**config.mk**
```make
export PLATFORM = sky130hd
export DESIGN_NAME = cpu_run_ctrl_flat
export DESIGN_NICKNAME = d
export VERILOG_FILES = /design/src/rtl/cpu_run_ctrl_if.sv /design/src/rtl/cpu_run_ctrl.sv /design/src/flat_wrapper.sv
export SDC_FILE = /design/constraint.sdc
export NUM_CORES = 1
export LEC_CHECK = 0
export CORE_AREA = 2 2 108 78
export DETAILED_ROUTE_END_ITERATION = 7
export DIE_AREA = 0 0 110 80
export PLACE_DENSITY = 0.88
export SETUP_SLACK_MARGIN = 0.5
export SYNTH_ARGS = -nofsm -noshare
export SYNTH_HDL_FRONTEND = slang
export SYNTH_SLANG_ARGS = --single-unit
export TNS_END_PERCENT = 5
```
**constraint.sdc**
```tcl
create_clock -name clk -period 4.9 [get_ports clk]
set_clock_uncertainty 0.2 [all_clocks]
set_input_delay 0.49 -clock clk [delete_from_list [all_inputs] [get_ports clk]]
set_output_delay 0.49 -clock clk [all_outputs]
set_load 0.1 [all_outputs]
```
**src/rtl/cpu_run_ctrl_if.sv**
```systemverilog
// Program-load stream and instruction-memory write port of the run controller.
// The slave side is the controller; the master side is the program source
// that also observes the memory writes.
interface cpu_run_ctrl_if #(
  parameter int IW = 16,
  parameter int AW = 8
);
  logic          prog_valid;
  logic          prog_last;
  logic [IW-1:0] prog_data;
  logic          prog_ready;
  logic          imem_we;
  logic [AW-1:0] imem_addr;
  logic [IW-1:0] imem_wdata;

  modport master (
    output prog_valid, prog_last, prog_data,
    input  prog_ready, imem_we, imem_addr, imem_wdata
  );

  modport slave (
    input  prog_valid, prog_last, prog_data,
    output prog_ready, imem_we, imem_addr, imem_wdata
  );
endinterface

```
**src/rtl/cpu_run_ctrl.sv**
```systemverilog
// Run controller for the multi-cycle 16-bit CPU: loads a program into
// instruction memory, releases the CPU from reset, runs it until HALT or
// timeout, then compares the debug register against an expected value.
// Optional build macro RUN_CTRL_STALL_DET_EN adds a 'stall' output and ends
// RUN early when pc stays fixed for 2*TIMEOUT/16 consecutive cycles.
module cpu_run_ctrl #(
  parameter int          IW         = 16,
  parameter int          DW         = 16,
  parameter int          AW         = 8,
  parameter int          PROG_DEPTH = 16,
  parameter logic [3:0]  HALT_OP    = 4'hF,
  parameter int          DRAIN      = 2,
  parameter int          TIMEOUT    = 1024,
  parameter int          CW         = 16
) (
  input  logic          clk,
  input  logic          reset,
  input  logic          start,
  cpu_run_ctrl_if.slave prog_if,
  input  logic [DW-1:0] expected,
  output logic          cpu_rst,
  output logic          cpu_en,
  input  logic [AW-1:0] pc,
  input  logic [IW-1:0] instr,
  input  logic [DW-1:0] dbg_reg,
  output logic          busy,
  output logic          done,
  output logic          pass,
  output logic          timeout,
`ifdef RUN_CTRL_STALL_DET_EN
  output logic          stall,
`endif
  output logic [CW-1:0] cycles
);

  // Load counter must be able to hold PROG_DEPTH itself.
  localparam int CNT_W = AW + 1;
  // DRAIN is expected to be at least 1.
  localparam int DRN_W = (DRAIN > 1) ? $clog2(DRAIN + 1) : 1;

  typedef enum logic [2:0] {
    S_IDLE    = 3'd0,
    S_LOAD    = 3'd1,
    S_RELEASE = 3'd2,
    S_RUN     = 3'd3,
    S_DRAIN   = 3'd4,
    S_CHECK   = 3'd5,
    S_DONE    = 3'd6
  } state_t;

  state_t         state_q, state_d;
  logic [CNT_W-1:0] cnt_q, cnt_d;
  logic [DRN_W-1:0] drn_q, drn_d;
  logic [DW-1:0]  exp_q, exp_d;
  logic           imem_we_q, imem_we_d;
  logic [AW-1:0]  imem_addr_q, imem_addr_d;
  logic [IW-1:0]  imem_wdata_q, imem_wdata_d;
  logic           prog_ready_q, prog_ready_d;
  logic           cpu_rst_q, cpu_rst_d;
  logic           cpu_en_q, cpu_en_d;
  logic           busy_q, busy_d;
  logic           done_q, done_d;
  logic           pass_q, pass_d;
  logic           timeout_q, timeout_d;
  logic [CW-1:0]  cycles_q, cycles_d;

  logic           accept_s;
  logic           halt_s;
  logic [CW-1:0]  cycles_inc_s;

`ifdef RUN_CTRL_STALL_DET_EN
  localparam int STALL_LIM = 2 * TIMEOUT / 16;
  logic [AW-1:0]  pc_last_q, pc_last_d;
  logic [CW-1:0]  same_q, same_d;
  logic           stall_q, stall_d;
  logic           stall_hit_s;
`else
  logic           unused_pc_s;
  assign unused_pc_s = ^{pc, instr[IW-5:0]};
`endif

  assign accept_s     = (state_q == S_LOAD) && prog_ready_q && prog_if.prog_valid;
  assign halt_s       = (instr[IW-1:IW-4] == HALT_OP);
  assign cycles_inc_s = (cycles_q == {CW{1'b1}}) ? cycles_q : (cycles_q + CW'(1));

`ifdef RUN_CTRL_STALL_DET_EN
  // Track how long pc has been sitting on one value while running.
  always_comb begin
    pc_last_d   = pc;
    same_d      = {CW{1'b0}};
    stall_hit_s = 1'b0;
    if (state_q == S_RUN) begin
      if (pc == pc_last_q) begin
        same_d      = (same_q == {CW{1'b1}}) ? same_q : (same_q + CW'(1));
        stall_hit_s = (same_q >= CW'(STALL_LIM - 2));
      end else begin
        same_d      = {CW{1'b0}};
        stall_hit_s = 1'b0;
      end
    end else begin
      same_d      = {CW{1'b0}};
      stall_hit_s = 1'b0;
    end
  end
`endif

  // Next-state logic and next values of every registered output.
  always_comb begin
    state_d      = state_q;
    cnt_d        = cnt_q;
    drn_d        = drn_q;
    exp_d        = exp_q;
    imem_we_d    = 1'b0;
    imem_addr_d  = imem_addr_q;
    imem_wdata_d = imem_wdata_q;
    pass_d       = pass_q;
    timeout_d    = timeout_q;
    cycles_d     = cycles_q;
`ifdef RUN_CTRL_STALL_DET_EN
    stall_d      = stall_q;
`endif

    case (state_q)
      S_IDLE, S_DONE: begin
        if (start) begin
          exp_d     = expected;
          pass_d    = 1'b0;
          timeout_d = 1'b0;
          cycles_d  = {CW{1'b0}};
          cnt_d     = {CNT_W{1'b0}};
`ifdef RUN_CTRL_STALL_DET_EN
          stall_d   = 1'b0;
`endif
          state_d   = S_LOAD;
        end else begin
          state_d   = state_q;
        end
      end
      S_LOAD: begin
        if (accept_s) begin
          imem_we_d    = 1'b1;
          imem_addr_d  = cnt_q[AW-1:0];
          imem_wdata_d = prog_if.prog_data;
          cnt_d        = cnt_q + CNT_W'(1);
          if (prog_if.prog_last || (cnt_q == CNT_W'(PROG_DEPTH - 1))) begin
            state_d = S_RELEASE;
          end else begin
            state_d = S_LOAD;
          end
        end else begin
          state_d = S_LOAD;
        end
      end
      S_RELEASE: begin
        state_d = S_RUN;
      end
      S_RUN: begin
        cycles_d = cycles_inc_s;
        if (halt_s) begin
          drn_d   = {DRN_W{1'b0}};
          state_d = S_DRAIN;
        end else if (cycles_q == CW'(TIMEOUT - 1)) begin
          timeout_d = 1'b1;
          state_d   = S_DONE;
`ifdef RUN_CTRL_STALL_DET_EN
        end else if (stall_hit_s) begin
          timeout_d = 1'b1;
          stall_d   = 1'b1;
          state_d   = S_DONE;
`endif
        end else begin
          state_d = S_RUN;
        end
      end
      S_DRAIN: begin
        cycles_d = cycles_inc_s;
        if (drn_q == DRN_W'(DRAIN - 1)) begin
          state_d = S_CHECK;
        end else begin
          drn_d   = drn_q + DRN_W'(1);
          state_d = S_DRAIN;
        end
      end
      S_CHECK: begin
        pass_d  = (dbg_reg == exp_q);
        state_d = S_DONE;
      end
      default: begin
        state_d = S_IDLE;
      end
    endcase

    // Status outputs follow the state being entered so they are registered.
    prog_ready_d = (state_d == S_LOAD);
    cpu_rst_d    = (state_d == S_IDLE) || (state_d == S_LOAD) || (state_d == S_RELEASE);
    cpu_en_d     = (state_d == S_RUN) || (state_d == S_DRAIN);
    busy_d       = (state_d == S_LOAD) || (state_d == S_RELEASE) || (state_d == S_RUN) ||
                   (state_d == S_DRAIN) || (state_d == S_CHECK);
    done_d       = (state_d == S_DONE);
  end

  // State and output registers; reset drives every output to its idle value.
  always_ff @(posedge clk or negedge reset) begin
    if (!reset) begin
      state_q      <= S_IDLE;
      cnt_q        <= {CNT_W{1'b0}};
      drn_q        <= {DRN_W{1'b0}};
      exp_q        <= {DW{1'b0}};
      imem_we_q    <= 1'b0;
      imem_addr_q  <= {AW{1'b0}};
      imem_wdata_q <= {IW{1'b0}};
      prog_ready_q <= 1'b0;
      cpu_rst_q    <= 1'b1;
      cpu_en_q     <= 1'b0;
      busy_q       <= 1'b0;
      done_q       <= 1'b0;
      pass_q       <= 1'b0;
      timeout_q    <= 1'b0;
      cycles_q     <= {CW{1'b0}};
`ifdef RUN_CTRL_STALL_DET_EN
      pc_last_q    <= {AW{1'b0}};
      same_q       <= {CW{1'b0}};
      stall_q      <= 1'b0;
`endif
    end else begin
      state_q      <= state_d;
      cnt_q        <= cnt_d;
      drn_q        <= drn_d;
      exp_q        <= exp_d;
      imem_we_q    <= imem_we_d;
      imem_addr_q  <= imem_addr_d;
      imem_wdata_q <= imem_wdata_d;
      prog_ready_q <= prog_ready_d;
      cpu_rst_q    <= cpu_rst_d;
      cpu_en_q     <= cpu_en_d;
      busy_q       <= busy_d;
      done_q       <= done_d;
      pass_q       <= pass_d;
      timeout_q    <= timeout_d;
      cycles_q     <= cycles_d;
`ifdef RUN_CTRL_STALL_DET_EN
      pc_last_q    <= pc_last_d;
      same_q       <= same_d;
      stall_q      <= stall_d;
`endif
    end
  end

  assign prog_if.prog_ready = prog_ready_q;
  assign prog_if.imem_we    = imem_we_q;
  assign prog_if.imem_addr  = imem_addr_q;
  assign prog_if.imem_wdata = imem_wdata_q;
  assign cpu_rst            = cpu_rst_q;
  assign cpu_en             = cpu_en_q;
  assign busy               = busy_q;
  assign done               = done_q;
  assign pass               = pass_q;
  assign timeout            = timeout_q;
  assign cycles             = cycles_q;
`ifdef RUN_CTRL_STALL_DET_EN
  assign stall              = stall_q;
`endif

endmodule

```
**src/flat_wrapper.sv**
```systemverilog
// flat-port wrapper written by rule: the top's interface ports become plain ports
module cpu_run_ctrl_flat 
#(
  parameter int          IW         = 16,
  parameter int          DW         = 16,
  parameter int          AW         = 8,
  parameter int          PROG_DEPTH = 16,
  parameter logic [3:0]  HALT_OP    = 4'hF,
  parameter int          DRAIN      = 2,
  parameter int          TIMEOUT    = 1024,
  parameter int          CW         = 16
)
  (clk, reset, start, expected, cpu_rst, cpu_en, pc, instr, dbg_reg, busy, done, pass, timeout, cycles, prog_if_prog_valid, prog_if_prog_last, prog_if_prog_data, prog_if_prog_ready, prog_if_imem_we, prog_if_imem_addr, prog_if_imem_wdata);
  cpu_run_ctrl_if #(.IW(IW), .AW(AW)) prog_if_i ();
  input  logic clk;
  input  logic reset;
  input  logic start;
  input  logic [DW-1:0] expected;
  output logic cpu_rst;
  output logic cpu_en;
  input  logic [AW-1:0] pc;
  input  logic [IW-1:0] instr;
  input  logic [DW-1:0] dbg_reg;
  output logic busy;
  output logic done;
  output logic pass;
  output logic timeout;
  output logic [CW-1:0] cycles;
  input wire logic [$bits(prog_if_i.prog_valid)-1:0] prog_if_prog_valid;
  input wire logic [$bits(prog_if_i.prog_last)-1:0] prog_if_prog_last;
  input wire logic [$bits(prog_if_i.prog_data)-1:0] prog_if_prog_data;
  output wire logic [$bits(prog_if_i.prog_ready)-1:0] prog_if_prog_ready;
  output wire logic [$bits(prog_if_i.imem_we)-1:0] prog_if_imem_we;
  output wire logic [$bits(prog_if_i.imem_addr)-1:0] prog_if_imem_addr;
  output wire logic [$bits(prog_if_i.imem_wdata)-1:0] prog_if_imem_wdata;
  assign prog_if_i.prog_valid = prog_if_prog_valid;
  assign prog_if_i.prog_last = prog_if_prog_last;
  assign prog_if_i.prog_data = prog_if_prog_data;
  assign prog_if_prog_ready = prog_if_i.prog_ready;
  assign prog_if_imem_we = prog_if_i.imem_we;
  assign prog_if_imem_addr = prog_if_i.imem_addr;
  assign prog_if_imem_wdata = prog_if_i.imem_wdata;
  cpu_run_ctrl #(.IW(IW), .DW(DW), .AW(AW), .PROG_DEPTH(PROG_DEPTH), .HALT_OP(HALT_OP), .DRAIN(DRAIN), .TIMEOUT(TIMEOUT), .CW(CW)) u_core (.clk(clk), .reset(reset), .start(start), .prog_if(prog_if_i), .expected(expected), .cpu_rst(cpu_rst), .cpu_en(cpu_en), .pc(pc), .instr(instr), .dbg_reg(dbg_reg), .busy(busy), .done(done), .pass(pass), .timeout(timeout), .cycles(cycles));
endmodule
```
Yosys cells after proc, flatten, opt, wreduce, memory -nomap -nowiden
Index checks and enable logic that the tools add are counted.
Storage, ports and cells
  register bits after elaboration: 78
  output and inout bits: 48
  word-level logic and storage cells: 92
Cells by class
  add/sub/neg operators: 3
  multiplexer cells: 23
  eq/ne operators: 25
  reductions and logical operators: 26
Operators with widths (count)
  2-to-1 mux 16 bit: 2
  one-hot mux 16 bit (2 select lines): 1
  equality test 3 bit, second input constant: 6
  2-to-1 mux 9 bit: 2
  one-hot mux 3 bit (6 select lines): 1
  one-hot mux 9 bit (2 select lines): 1
  adder 16 x 1 -> 16 bit, second input constant: 1
  equality test 16 x 10 -> 1 bit, second input constant: 1
  equality test 16 bit: 1
  equality test 16 bit, second input constant: 1
  equality test 3 x 2 -> 1 bit, second input constant: 4
  nonzero test 2 bit: 5
  adder 9 x 1 -> 9 bit, second input constant: 1
  equality test 9 x 4 -> 1 bit, second input constant: 1
  2-to-1 mux 3 bit: 3
  AND reduction 3 bit: 3
  logical OR 1 bit: 8
  2-to-1 mux 2 bit: 4
  != test 2 bit, second input constant: 4
  equality test 3 x 1 -> 1 bit, second input constant: 2
  zero test 3 bit: 2
  2-to-1 mux 1 bit: 6
  != test 2 x 1 -> 1 bit, second input constant: 3
  AND reduction 2 bit: 3
  other kinds (8): 11

Longest topological paths before layout
Gate-level depths: netlist (run 1).
  depth in word-level cells: 10
  gate-level depth with buffers: 8
  mapped depth without buffers: 7

Least setup slack after synthesis (run 1)
OpenSTA, ideal clock, no wires.
  path type: reg-to-reg
  from: reg u_core.cycles_q[1], in the netlist u_core.cycles[1]
  to: reg u_core.cycles_q[7], in the netlist u_core.cycles[7]
  stages on the path, launching flop included: 7
  arrival time: 2.426 ns
  library setup time: 0.078 ns
  path slack: 2.196 ns
  period minus slack after synthesis: 2.704 ns
  buffers on the path: 1
  cell sequence: dfrtp_1 -> ha_1 -> nand3_1 -> o32ai_2 -> buf_2 -> o21ai_0 -> a21oi_1
On the way
  word-level cells in the longest chain between the ends: 3
RTL lines
  start, declared: RTL line cpu_run_ctrl.sv:65  | logic [CW-1:0] cycles_q, cycles_d;
  start signal, assigned: RTL line cpu_run_ctrl.sv:219  | cycles_q <= {CW{1'b0}};
  start signal, assigned: RTL line cpu_run_ctrl.sv:240  | cycles_q <= cycles_d;
  adder 16 x 1 -> 16 bit or equality test 16 bit (tied branches): RTL line cpu_run_ctrl.sv:84  | assign cycles_inc_s = (cycles_q == {CW{1'b1}}) ? cycles_q : (cycles_q + CW'(1));
  2-to-1 mux 16 bit or != test 2 bit (tied branches)
  one-hot mux 16 bit (2 select lines) or AND reduction 3 bit (tied branches)
Parallel ways exist; a longest one is shown, timed or not. The select of a mux whose other input is x is not followed.
A chain may end at the register's enable or synchronous reset.

Worst setup path after layout (run 1)
  from: reg u_core.state_q[1]
  to: reg u_core.busy_q, in the netlist u_core.busy
On the way
  word-level cells in the longest chain between the ends: 10
RTL lines
  start, declared: RTL line cpu_run_ctrl.sv:51  | state_t state_q, state_d;
  start signal, assigned: RTL line cpu_run_ctrl.sv:226  | state_q <= state_d;
  equality test 3 x 1 -> 1 bit: RTL line cpu_run_ctrl.sv:82, cpu_run_ctrl.sv:123
  logical AND 1 bit (2 in series): RTL line cpu_run_ctrl.sv:82  | assign accept_s = (state_q == S_LOAD) && prog_ready_q && prog_if.prog_valid;
  2-to-1 mux 2 bit: RTL line cpu_run_ctrl.sv:140  | if (accept_s) begin
  one-hot mux 3 bit (6 select lines) (*): RTL line cpu_run_ctrl.sv:123  | case (state_q)
  equality test 3 x 1 -> 1 bit or equality test 3 x 2 -> 1 bit (tied branches): RTL line cpu_run_ctrl.sv:197  | busy_d = (state_d == S_LOAD) || (state_d == S_RELEASE) || (state_d == S_RUN) ||
  logical OR 1 bit (3 in series): RTL line cpu_run_ctrl.sv:197
  logical OR 1 bit (*): RTL line cpu_run_ctrl.sv:198  | (state_d == S_DRAIN) || (state_d == S_CHECK);
  net u_core.busy_d: RTL line cpu_run_ctrl.sv:61  | logic busy_q, busy_d;
  end signal, assigned: RTL line cpu_run_ctrl.sv:236  | busy_q <= busy_d;
  end, declared: RTL line cpu_run_ctrl.sv:61
Mark *: on every way through the listed nets, which the timed path passes. The rest lies on a longest branch.

==> flow_summary.json, run 1 <==
{
  "status": "finished clean",
  "period_share_pct": 59.6,
  "slew_headroom_pct": 32.8,
  "grt_pass1_wl_um": 14600,
  "htree_levels": 3,
  "cts_tree": "built",
  "dp_hpwl_um": 6540,
  "synth_nets": 493,
  "synthTopCellsByCount": "nand2_1, dfrtp_1, nor2_1",
  "setup_viol": 0,
  "antenna_found_initial": 0,
  "synth_seq_area_share_pct": 51.3,
  "hold_viol": 0,
  "first_global_vias": 3182,
  "gp_congestion": 0.823,
  "r2r-start": "u_core.state_q[1]",
  "preCtsSetupSlack_ns": 1.73,
  "ir_drop_mv": 0.380,
  "clockRootBuffer": "clkbuf_8",
  "worstPathRequired_ns": 4.95,
  "synth-main-ff-cell": "dfrtp_1",
  "io_buffers": 104,
  "stdcell_count": 617,
  "top_layer_used": "met4",
  "synth_cells": 412,
  "clockBufferDepth": 2,
  "cts.sinks": 78,
  "start_util_pct": 49.2,
  "wl_met3_um": 677,
  "grt_usage_pct": 21.5,
  "cp.arrival_ns": 2.97,
  "synth_top_cell_area_share_pct": 50.6,
  "io_pins": 125,
  "cts_hold_buf": 0,
  "vias": 3239,
  "cts_buffers": 9,
  "fmax_ghz": 0.342,
  "ys_ff_latch": 78,
  "drive_gt1_share_pct": 6.59,
  "die_w_um": 110,
  "grt_max_degree": 79,
  "hold_ws_ns": 0.0730,
  "place_inst": 601,
  "ys_warn_count": 0,
  "cellPowerDensity_mw_per_mm2": 579,
  "power_leakage_nw": 2.26,
  "yosys-top-cells-area": "dfrtp_1, nand2_1, xnor2_1",
  "synthArstFlopShare_pct": 100,
  "fin_util_pct": 65.8,
  "ant_nets": 0,
  "firstDrtPassIters": 4,
  "synth_most_common_cell": "nand2_1",
  "clock_latency_ns": 0.35,
  "mappedNetlistArea_mm2": 0.00380,
  "synth-edff-count": 0,
  "slew_viol_final": 0,
  "tightest_slew_ns": 1.00,
  "wl_per_cell_um": 14.9,
  "post_cts_resized": 0,
  "first_iter_violations": 188,
  "critical_path_class": "register to register",
  "nets": 592,
  "grt_setup_unrepaired": "no",
  "die-area_mm2": 0.00880,
  "start_kind": "register",
  "fp-row-count": 27,
  "die_h_um": 80,
  "wl_met1_um": 3990,
  "drc_errors": 0,
  "vias_per_cell": 5.25,
  "area_growth_pct": 33.8,
  "antenna_cells": 0,
  "hold_class": "input pin to asynchronous set/reset pin",
  "setup_ws_ns": 1.98,
  "postCtsSetupBuffers": 0,
  "drv_cap": 0,
  "synth.distinct_cells": 60,
  "fin_setup_tns_ns": 0,
  "wl_met2_um": 4480,
  "cp-startpoint": "u_core.state_q[1]",
  "avgSynthCellArea_um2": 9.24,
  "path_clk_slew_ns": 0.08,
  "critPathMaxFanout": 30,
  "core-area_mm2": 0.00774,
  "final.min_clock_period_ns": 2.92,
  "drt-total-wl_um": 9180,
  "crit_path_end_kind": "register",
  "synth_top_area_cell": "dfrtp_1",
  "grt_remaining_overflow": 0
}
[cells by family (layout without fill, tap and decap cells)]
kind of cell | count (synthesis) | after routing | share of synthesized area (%)
and+or+nand+nor | 212 | 212 | 25.6
DFF | 78 | 78 | 51.3
AOI/OAI and AO/OA | 60 | 60 | 11.4
buffers and inverters | 28 | 132 | 3.22
xor gates and xnor gates | 25 | 25 | 5.75
muxes | 5 | 5 | 1.41
adders and majority gates | 4 | 4 | 1.32
[layer usage]
layer  vias to the layer above  global-route usage (%)
met1                      1546                    27.3
met2                        92                    35.5
met4                         0                    6.71
li1                       1599                       -
met5                         -                       0
met3                         2                    6.12
[sequential cells by signal (all words and copies together) (netlist names), 2 cells and up]
register and cells:
u_core.cycles 16, u_core.prog_if.imem_wdata 16, u_core.cnt_q 9, u_core.state_q 3, u_core.prog_if.imem_addr 8, u_core.exp_q 16, u_core.drn_q 2
[critical path, stage by stage, from the launching register on]
cell	delay [ns]
dfrtp_1	0.66
nor3b_2	0.11
nand3_1	0.11
buf_4	0.30
inv_1	0.47
a221oi_2	0.63
o21bai_1	0.14
a31oi_1	0.20
[cell type report]
| cell class | count | area [um2] |
|---|---|---|
| Sequential cell | 78 | 1950 |
| Inverter | 10 | 37.5 |
| Timing Repair Buffer | 106 | 1050 |
| Clock buffer | 10 | 128 |
| Clock inverter | 6 | 61.3 |
| Tap cell | 101 | 126 |
| Fill cell | 621 | 2650 |
| Multi-Input combinational cell | 306 | 1730 |
[report_power, final]
group | switching (mW) | internal, mW | leakage, nW | total (mW)
registers | 0.140 | 0.824 | 1.03 | 0.964
clock network | 0.231 | 0.235 | 0.0964 | 0.466
logic | 1.10 | 0.419 | 1.13 | 1.52
total | 1.47 | 1.48 | 2.26 | 2.95
[final timing paths]
| path | end | slack, ns | depth (start not counted) |
|---|---|---|---|
| min in group clk | u_core.prog_if.imem_wdata[15] | 0.28 | 2 |
| worst max-delay path | u_core.busy | 1.98 | 7 |
| worst max register to register | u_core.busy | 1.98 | 7 |
| max in group asynchronous | u_core.done | 3.81 | 1 |
| worst min-delay path | u_core.prog_if.imem_wdata[2] | 0.07 | 1 |
| worst min register to register | u_core.prog_if.imem_wdata[15] | 0.28 | 2 |
[metrics by stage]
step / power (mW) / area (um2)
final: 2.95 / 5090
after global routing: 3.11 / 5090
after CTS: 2.97 / 5090
after detailed placement: 2.49 / 4900
after global placement: 2.44 / 4900
after floorplan: 2.11 / 3800
[placed cells by master (no fill, tap or decap), drive strengths merged, types with 11 or more instances in the layout]
master	instances
inv	11
dfrtp	77
xnor2	17
nor2	22
o21ai	17
or3	11
a21oi	14
clkdlybuf4s50	103
nand2	133
Power figures use the tool's default switching activity.
==> run 2: changes to the inputs <==
CORE_AREA = 2 2 112 82   (was 2 2 108 78)
DIE_AREA = 0 0 114 84   (was 0 0 110 80)
PLACE_DENSITY = 0.82   (was 0.88)
clock period = 2.8 ns   (was 4.9 ns; I/O delays follow)
==> flow_summary.json, run 2 (synthesized netlist as in run 1, its figures left out) <==
{
  "status": "finished clean",
  "grt_max_degree": 52,
  "cp.arrival_ns": 2.43,
  "vias_per_cell": 5.26,
  "antenna_found_initial": 0,
  "drv_cap": 0,
  "drc_errors": 0,
  "first_iter_violations": 239,
  "critical_path_class": "register to register",
  "nets": 601,
  "clock_latency_ns": 0.33,
  "hold_class": "input pin to register",
  "clockBufferDepth": 2,
  "area_growth_pct": 36.5,
  "grt_remaining_overflow": 0,
  "r2r_setup_slack_ns": 0.43,
  "path_clk_slew_ns": 0.05,
  "setup_viol": 0,
  "fin_setup_tns_ns": 0,
  "fp-row-count": 29,
  "gp_congestion": 0.821,
  "power_leakage_nw": 2.39,
  "vias": 3329,
  "slew_headroom_pct": 55.6,
  "crit_path_end": "u_core.done",
  "fmax_ghz": 0.422,
  "antenna_cells": 0,
  "fillers": 742,
  "final_cell_mix": "nand2_1, buf_4, dfrtp_1, clkdlybuf4s50_1, nor2_1",
  "rr_worst_depth": 6,
  "clockRootBuffer": "clkbuf_16",
  "critPathMaxFanout": 7,
  "die_h_um": 84,
  "cp-startpoint": "u_core.cycles[0]",
  "drive_gt1_share_pct": 20.2,
  "start_kind": "register",
  "io_buffers": 104,
  "htree_levels": 3,
  "place_area_mm2": 0.00488,
  "final_common_cell": "nand2_1",
  "cellPowerDensity_mw_per_mm2": 1040,
  "postCtsSetupBuffers": 0,
  "grt_setup_unrepaired": "yes",
  "dp_hpwl_um": 6540,
  "fin_area_mm2": 0.00519,
  "final.min_clock_period_ns": 2.37,
  "die-area_mm2": 0.00958,
  "hold_viol": 0,
  "cts.sinks": 78,
  "slew_viol_final": 0,
  "cts_tree": "built",
  "die_w_um": 114,
  "ant_nets": 0,
  "timing.rr.end": "u_core.done",
  "firstDrtPassIters": 5,
  "core-area_mm2": 0.00864,
  "period_share_pct": 84.7,
  "io_pins": 125,
  "start_util_pct": 44.1,
  "crit_path_end_kind": "register",
  "first_global_vias": 3459,
  "worstPathRequired_ns": 2.86,
  "cts_buffers": 9,
  "ir_drop_mv": 0.824,
  "grt_usage_pct": 20.3,
  "grt_pass1_wl_um": 15700,
  "r2r-start": "u_core.cycles[0]",
  "tightest_slew_ns": 0.666,
  "drt-total-wl_um": 8980,
  "wl_per_cell_um": 14.2
}
==> run 2: cell type report <==
cell class	count	area (um2)	area share, %
Clock buffer	15	268	5.16
Clock inverter	1	5.00	0.0964
Inverter	10	37.5	0.723
Multi-Input combinational cell	306	1760	33.9
Sequential cell	78	1990	38.2
Tap cell	108	135	2.60
Timing Repair Buffer	115	1000	19.3
==> run 2: worst min-delay path by stage <==
stage / start / endpoint / slack, ns / cells past startpoint
floorplan: reset / u_core.busy / -0.22 / 0
global placement: reset / u_core.cycles[2] / 0.16 / 1
detailed placement: reset / u_core.cycles[2] / 0.16 / 1
CTS: prog_if_prog_data[12] / u_core.prog_if.imem_wdata[12] / 0.27 / 3
global route: prog_if_prog_data[14] / u_core.prog_if.imem_wdata[14] / 0.29 / 3
finish: prog_if_prog_data[12] / u_core.prog_if.imem_wdata[12] / 0.28 / 3
==> run 2: report_power, final <==
part	leakage, nW	total (mW)	switching (mW)	internal, mW
sequential	0.996	1.71	0.251	1.46
clock	0.134	1.07	0.419	0.648
combinational	1.26	2.65	1.92	0.733
total	2.39	5.42	2.59	2.84
==> run 2: per-layer routing <==
metal,track usage [%],wire length [um],up-vias
met5,0,0,-
met4,5.43,103,0
met3,5.59,574,12
met2,32.3,4210,103
met1,27.3,4090,1603
li1,-,-,1611
==> run 2: critical path, stage by stage (launching register included) <==
cell	delay, ns
dfrtp_4	0.45
ha_1	0.28
nor4bb_1	0.32
nand4_1	0.22
a2bb2oi_1	0.39
and2_1	0.25
and3_1	0.20
==> run 2: through the flow <==
stage / setup WS [ns] / hold slack, ns / power, mW / utilization [%] / instances
final: 0.428 / 0.276 / 5.42 / 60.1 / 633
after global placement: 0.360 / 0.155 / 4.28 / 56.5 / 616
after detailed placement: 0.259 / 0.165 / 4.35 / 56.5 / 616
after global routing: 0.319 / 0.286 / 5.73 / 60.1 / 633
after CTS: 0.455 / 0.270 / 5.47 / 60.1 / 633
after floorplan: 0.457 / -0.216 / 3.71 / - / 412
==> run 2: what timing repair did <==
| item | in CTS | in global routing |
|---|---|---|
| setup endpoints to repair | 14 | 24 |
| pin swaps | 1 | 0 |
| hold buffers | 1 | 0 |
| hold endpoints to repair | 48 | 0 |
| gates resized for setup | 4 | 0 |
==> run 3: changes to the inputs <==
CORE_AREA = 2 2 117 85   (was 2 2 112 82)
DIE_AREA = 0 0 119 87   (was 0 0 114 84)
PLACE_DENSITY = 0.79   (was 0.82)
clock period = 2.1 ns   (was 2.8 ns; I/O delays follow)
==> flow_summary.json, run 3 (synthesized netlist as in run 1, its figures left out) <==
{
  "wl_per_cell_um": 14.8,
  "worstPathRequired_ns": 2.17,
  "grt_remaining_overflow": 0,
  "firstDrtPassIters": 4,
  "cts.sinks": 78,
  "period_share_pct": 101,
  "drt-total-wl_um": 10300,
  "drc_errors": 0,
  "vias_per_cell": 5.03,
  "path_clk_slew_ns": 0.06,
  "final_cell_mix": "nand2_1, buf_4, dfrtp_1, clkdlybuf4s50_1, nor2_1",
  "switching_power_mw": 3.68,
  "first_iter_violations": 251,
  "io_buffers": 104,
  "cp-startpoint": "u_core.cnt_q[1]",
  "p_sw_share_pct": 46.9,
  "vias": 3479,
  "grt_pass1_wl_um": 16300,
  "pwr-share-seq_pct": 28.2,
  "fmax_ghz": 0.472,
  "die_w_um": 119,
  "fillers": 717,
  "drive_gt1_share_pct": 30.0,
  "htree_levels": 3,
  "status": "complete, but fails checks",
  "p_clk_share_pct": 20.3,
  "grt_max_degree": 40,
  "r2r-start": "u_core.cnt_q[1]",
  "critical_path_class": "register to register",
  "p_total_mw": 7.85,
  "violations": "setup timing",
  "slew_headroom_pct": 66.9,
  "ant_nets": 0,
  "final_common_cell": "nand2_1",
  "clockBufferDepth": 2,
  "ir_drop_mv": 0.627,
  "critPathMaxFanout": 4,
  "nets": 640,
  "cp.arrival_ns": 2.19,
  "cellPowerDensity_mw_per_mm2": 1360,
  "fin_util_pct": 61.8,
  "io_pins": 125,
  "hold_viol": 0,
  "die-area_mm2": 0.0104,
  "crit_path_end_kind": "register",
  "slew_viol_final": 0,
  "tightest_slew_ns": 0.497,
  "final.min_clock_period_ns": 2.12,
  "setup_ws_ns": -0.0187,
  "grt_setup_unrepaired": "yes",
  "hold_class": "input pin to asynchronous set/reset pin",
  "clockRootBuffer": "clkbuf_16",
  "comb_power_share_pct": 51.5,
  "area_growth_pct": 51.9,
  "core-area_mm2": 0.00935,
  "gp_congestion": 0.809,
  "drv_cap": 0,
  "dp_hpwl_um": 7240,
  "cts_tree": "built",
  "grt_usage_pct": 19.6,
  "clock_latency_ns": 0.33,
  "internal_power_mw": 4.17,
  "cts_buffers": 9,
  "start_kind": "register",
  "setup_viol": 1,
  "antenna_found_initial": 0,
  "fp-row-count": 30,
  "die_h_um": 87,
  "antenna_cells": 0,
  "start_util_pct": 40.7,
  "power_leakage_nw": 2.63,
  "first_global_vias": 3388
}
run 3: cell type report:
cell class                      instances  area [um2]  area share [%]
Multi-Input combinational cell        307        1910            33.0
Timing Repair Buffer                  153        1350            23.4
Tap cell                              128         160            2.77
Clock buffer                           10         239            4.14
Sequential cell                        78        2010            34.8
Clock inverter                          6        68.8            1.19
Inverter                               10        40.0           0.693
run 3: worst paths after layout:
check                           cells past startpoint                            end  slack [ns]
worst min register to register                      2  u_core.prog_if.imem_wdata[10]        0.28
min in group clk                                    3  u_core.prog_if.imem_wdata[12]        0.20
max in group asynchronous                           4                u_core.exp_q[9]        0.82
worst max register to register                      6                    u_core.done       -0.02
worst max-delay path                                6                    u_core.done       -0.02
worst min-delay path                                2    u_core.prog_if.imem_addr[1]        0.16
run 3: stage by stage:
stage	hold slack (ns)	TNS [ns]	cells	setup slack, ns	cell area, um2
3_5_place_dp	-0.0134	-1.25	666	-0.169	5250
6_report	0.160	-0.0187	692	-0.0187	5780
4_1_cts	0.173	-0.0236	684	-0.0236	5630
5_1_grt	0.195	-0.827	692	-0.142	5780
2_1_floorplan	-0.286	0	412	0.0320	3930
3_3_place_gp	-0.0209	-0.554	666	-0.0988	5250
run 3: worst max-delay path: stages (launching register included):
cell	delay [ns]
dfrtp_1	0.36
ha_2	0.18
or4b_4	0.47
o41ai_4	0.30
a21bo_2	0.23
and2_4	0.16
and3_1	0.16
run 3: power by group through the flow:
stage               clock network, mW  logic (mW)  registers (mW)
finish                           1.59        4.04            2.22
CTS                              1.62        3.93            2.21
detailed placement                  0        3.87            2.23
global placement                    0        3.80            2.22
floorplan                           0        1.29            3.76
global route                     1.69        4.31            2.27
run 3: layer usage:
| layer | wire (um) | part of all wire [%] | global-route usage (%) | up-vias |
|---|---|---|---|---|
| met2 | 4940 | 48 | 32.7 | 80 |
| met1 | 4860 | 47 | 26.3 | 1691 |
| met5 | 0 | 0 | 0 | - |
| met4 | 85 | 0.83 | 5.30 | 0 |
| met3 | 381 | 3.7 | 4.25 | 7 |
| li1 | - | - | - | 1701 |
run 3: timing repair:
action / 4_1_cts / 5_1_grt
pin swaps: 3 / 8
hold endpoints to repair: 31 / 0
setup buffers: 1 / 7
endpoints found under the setup margin: 82 / 83
hold buffers: 1 / 0
cloned: 0 / 1
gates resized for setup: 13 / 23
